==> src/rtl/frontend_command_definition_pkg.sv <==
// Shared definitions for the DRAM global controller frontend read path:
// address geometry, write-window size and RAW checker state encoding.
package frontend_command_definition_pkg;

   // Address geometry, packed as {bank, row, col}
   localparam int unsigned BANK_ADDR_BITS = 3;
   localparam int unsigned ROW_ADDR_BITS  = 14;
   localparam int unsigned COL_ADDR_BITS  = 10;
   localparam int unsigned ADDR_WIDTH     = BANK_ADDR_BITS + ROW_ADDR_BITS + COL_ADDR_BITS;

   // Number of pending-write slots exposed by the write address FIFO
   localparam int unsigned WIN_ENTRIES = 8;

   typedef enum logic [1:0] {
      IDLE,
      CHECK,
      STALL,
      ISSUE
   } raw_chk_state_t;

   // One write-window slot: MSB is the valid bit, the rest is the address
   typedef logic [ADDR_WIDTH:0] waddr_entry_t;

endpackage

==> src/rtl/raw_addr_match.sv <==
// Combinational valid-qualified comparator of one address against the
// 8-entry pending-write window. Bit k of the mask is set when entry k is
// valid and its full address equals the probe address.
module raw_addr_match
   import frontend_command_definition_pkg::*;
(
   input  logic [WIN_ENTRIES-1:0][ADDR_WIDTH:0] i_win,
   input  logic [ADDR_WIDTH-1:0]                i_addr,
   output logic [WIN_ENTRIES-1:0]               o_match
);

   // Full-width equality gated by each entry's valid bit
   always_comb begin
      o_match = '0;
      for (int k = 0; k < WIN_ENTRIES; k++) begin
         o_match[k] = i_win[k][ADDR_WIDTH] & (i_win[k][ADDR_WIDTH-1:0] == i_addr);
      end
   end

endmodule

==> config.mk <==
export PLATFORM = sky130hd
export DESIGN_NAME = raw_addr_match
export DESIGN_NICKNAME = d
export VERILOG_FILES = /design/src/rtl/frontend_command_definition_pkg.sv /design/src/rtl/raw_addr_match.sv
export SDC_FILE = /design/constraint.sdc
export NUM_CORES = 1
export LEC_CHECK = 0
export CAP_MARGIN = 20
export CORE_MARGIN = 2
export CORE_UTILIZATION = 29
export DETAILED_ROUTE_END_ITERATION = 12
export GPL_TIMING_DRIVEN = 0
export PLACE_DENSITY = 0.84
export SYNTH_ARGS = -nofsm -noshare
export SYNTH_HDL_FRONTEND = slang
export SYNTH_SLANG_ARGS = --single-unit
==> constraint.sdc <==
create_clock -name vclk -period 1.7
set_clock_uncertainty 0.15 [all_clocks]
set_input_delay 0.34 -clock vclk [all_inputs]
set_output_delay 0.34 -clock vclk [all_outputs]
set_load 0.01 [all_outputs]
### Word-level counts from Yosys, hierarchy flattened

Cells that the tools add are included.

* bitwise operators: 8
* equality and inequality tests: 8

Operators with widths (number)
* == test 27 bit: 8
* bitwise AND 1 bit: 8

* output and inout port bits: 8
* word-level logic and storage cells: 16
* input port bits: 251
* flip-flop bits (word level): 0

### Depth between registers and ports, before layout

* depth in word-level cells: 2
* mapped depth: 5
* gate-level depth less buffers: 4

### Least setup slack after synthesis

OpenSTA, ideal clock, no wires.

* path kind: input to output
* from: input i_addr[21]
* to: output o_match[2]
* cell stages on the path: 5
* setup slack: -257 ps
* path buffers: 1
* data arrival time: 1467 ps
* required time: 1210 ps
* path through: buf_2 -> xnor2_1 -> nand4_1 -> or4_1 -> nor4_2

* word-level cells in the longest chain between the ends: 2

RTL lines
* from (decl): line raw_addr_match.sv:8 `input logic [ADDR_WIDTH-1:0] i_addr,`
* == test 27 bit: line raw_addr_match.sv:16 `o_match[k] = i_win[k][ADDR_WIDTH] & (i_win[k][ADDR_WIDTH-1:0] == i_addr);`
* bitwise AND 1 bit: line raw_addr_match.sv:16
* to (decl): line raw_addr_match.sv:9 `output logic [WIN_ENTRIES-1:0] o_match`

Every way passes these cells.

### Worst setup path in the final report

* from: input i_addr[0]
* to: output o_match[5]

Same word-level chain as after synthesis.

==> run_results.csv <==
group,metric,value,unit
floorplanning,fp.coreArea,9110,um^2
critical_path,cp-start-kind,"primary input",
logic_synthesis,synth.avg_cell_area,8.55,um^2
critical_path,worstSetupPathType,"in -> out",
timing,hold_violations,0,
route,ant_nets,0,
run,maxCapViolCount,0,
floorplanning,die-width,100,um
timing,finalCriticalPeriod,2.26,ns
critical_path,cp.depth,6,
floorplanning,boundaryPins,259,
placed_design,place_ws,-1.40,ns
logic_synthesis,yosys.area.top_type,"xnor2_1",
critical_path,cpLargestDelayFamily,"simple AND/OR/NAND/NOR gates",
pwr,totalPowerFinal,1.47,mW
logic_synthesis,yosysWarnings,0,
global_route,overflow,0,
min_path,hp-class,"in -> out",
critical_path,slowest_delay,0.59,ns
final_layout,final_net_count,811,
route,drt_iter0_markers,104,
route,routed_wl,14800,um
logic_synthesis,syn_inst,315,
timing,max_freq,442,MHz
pwr,leakagePower,2.23,nW
clock_tree,ctsHoldBuffers,0,
global_route,grtUsageTotal,27.2,%
logic_synthesis,syn_area,2690,um^2
status,outcome,"finished with violations",
critical_path,worstPathRequired,1.21,ns
final_layout,fillCellCount,792,
final_layout,area_growth_syn_to_layout,104,%
timing,max_slew_margin,82.4,%
critical_path,cp_max_fo,8,
final_layout,seq_cells,0,
placed_design,numPortBuffers,232,
status,violations,"negative setup slack",
logic_synthesis,synth_area_leaders,"xnor2_1 70%, nand4_1 13%, buf_6 10%",
timing,layout_setup_ws,-0.564,ns
pwr,irDropWorstVdd,0.166,mV
logic_synthesis,seq_area_frac_synth,0,%
critical_path,endpoint,"o_match[5]",
route,vias_per_cell,5.01,
critical_path,path_buf_inv,2,
logic_synthesis,synth_top_area_share,70.3,%
logic_synthesis,yosys.cell_types.count,7,
final_layout,multi_input_area,2990,um^2
timing,fin_crit_sh,133,%
pwr,power.density,266,nW/um^2
floorplanning,rows,35,
route,wire_per_inst,22.1,um
timing,maxSlewViolCount,0,
critical_path,setup.worst_path.start,"i_addr[0]",
timing,grt_setup_unrepaired,"yes",
final_layout,seq_area,0,um^2
logic_synthesis,synth_common_cells,"216 x xnor2_1, 56 x nand4_1, 24 x buf_6, 8 x nor4_2, 8 x or4_1",
floorplanning,dieArea,10100,um^2
timing,setup_viol,8,
logic_synthesis,yosysMostFrequentCell,"xnor2_1",
global_route,grt_pass1_wl,20200,um
critical_path,worstPathCellList,"buf_8 -> xnor2_2 -> nand4_1 -> or4_4 -> nor4_4 -> buf_2",
global_route,antenna_found_initial,0,
critical_path,critPathArrivalTime,1.77,ns
global_route,grt_max_degree,9,
placed_design,dpl.hpwl,11500,um
final_layout,n_clock_buffer,0,
route,route.detailed.drc,0,
floorplanning,start_util,29.6,%
final_layout,diodes,0,
route,drt_pass1_iterations,4,
floorplanning,fp.dieH,100,um
critical_path,end_kind,"output port",
placed_design,gp_congestion,0.882,
final_layout,final_layout_size_suffix_gt1_share,40.1,%
global_route,grt_pass1_vias,3544,
timing,worstMarginPinSlew,0.264,ns
route,vias,3351,
critical_path,slowest_stage,"or4_4",
logic_synthesis,synth_fp_nets,566,
worst min-delay path by stage:
stage	startpoint	to	slack (ns)	cells past startpoint
final	i_win[33]	o_match[1]	1.02	6
after global routing	i_addr[21]	o_match[4]	1.05	5
after CTS	i_addr[21]	o_match[4]	1.02	5
after detailed placement	i_addr[5]	o_match[4]	1.40	5
after global placement	i_addr[23]	o_match[2]	1.40	5
after floorplan	i_win[139]	o_match[4]	0.73	3
tightest hold or removal path: cells and delay by family:
family        cells  cell delay, ns
xor+xnor          1            0.06
buf+inv           2            0.20
simple gates      3            0.21
stage by stage:
step	hold WS (ns)	utilization (%)	instance area (um^2)	std cells	TNS, ns
after CTS	1.02	59.1	5390	665	-3.99
after global placement	1.40	57.6	5250	658	-9.92
after floorplan	0.728	-	2780	315	-1.89
after detailed placement	1.40	57.6	5250	658	-10.08
final	1.02	60.4	5510	669	-3.66
after global routing	1.05	60.4	5510	669	-4.15
power by group:
| part | switching (mW) | total [mW] | internal, mW |
|---|---|---|---|
| Sequential | 0 | 0 | 0 |
| Clock | 0 | 0 | 0 |
| Combinational | 0.566 | 1.47 | 0.900 |
| Total | 0.566 | 1.47 | 0.900 |
per-layer routing:
metal	track usage, %	wire length [um]	up-vias
li1	-	-	1562
met1	31.8	5380	1562
met2	51.0	7840	199
met3	3.69	1270	28
met4	8.22	324	0
met5	0	0	-
repair_timing:
item                                    CTS  global route
gates resized for setup                 513            55
pin swaps                               168            57
endpoints found under the setup margin    8             8
setup buffers                             7             4
cell type report:
cell class	instances	area share, %
Buffer	27	9.25
Timing Repair Buffer	243	34.0
Multi-Input combinational cell	288	54.2
Tap cell	111	2.52
cells in the final DEF (no fill, tap or decap), types with 6 or more instances in the layout:
cell type,n
dlygate4sd2_1,13
buf_12,19
buf_2,87
nor4_4,8
xnor2_2,52
xnor2_1,159
or4_4,8
buf_4,11
clkdlybuf4s15_1,14
clkbuf_2,20
buf_8,6
clkdlybuf4s50_1,88
nand4_1,56
buf_6,6
cell families (layout without fill, tap and decap cells):
| kind of cell | after synthesis | in the layout | share of synthesized area [%] |
|---|---|---|---|
| buffers and inverters | 27 | 270 | 10.8 |
| and+or+nand+nor | 72 | 72 | 19.0 |
| xor gates and xnor gates | 216 | 216 | 70.3 |
Note: power is estimated with default switching activity, not from simulation.
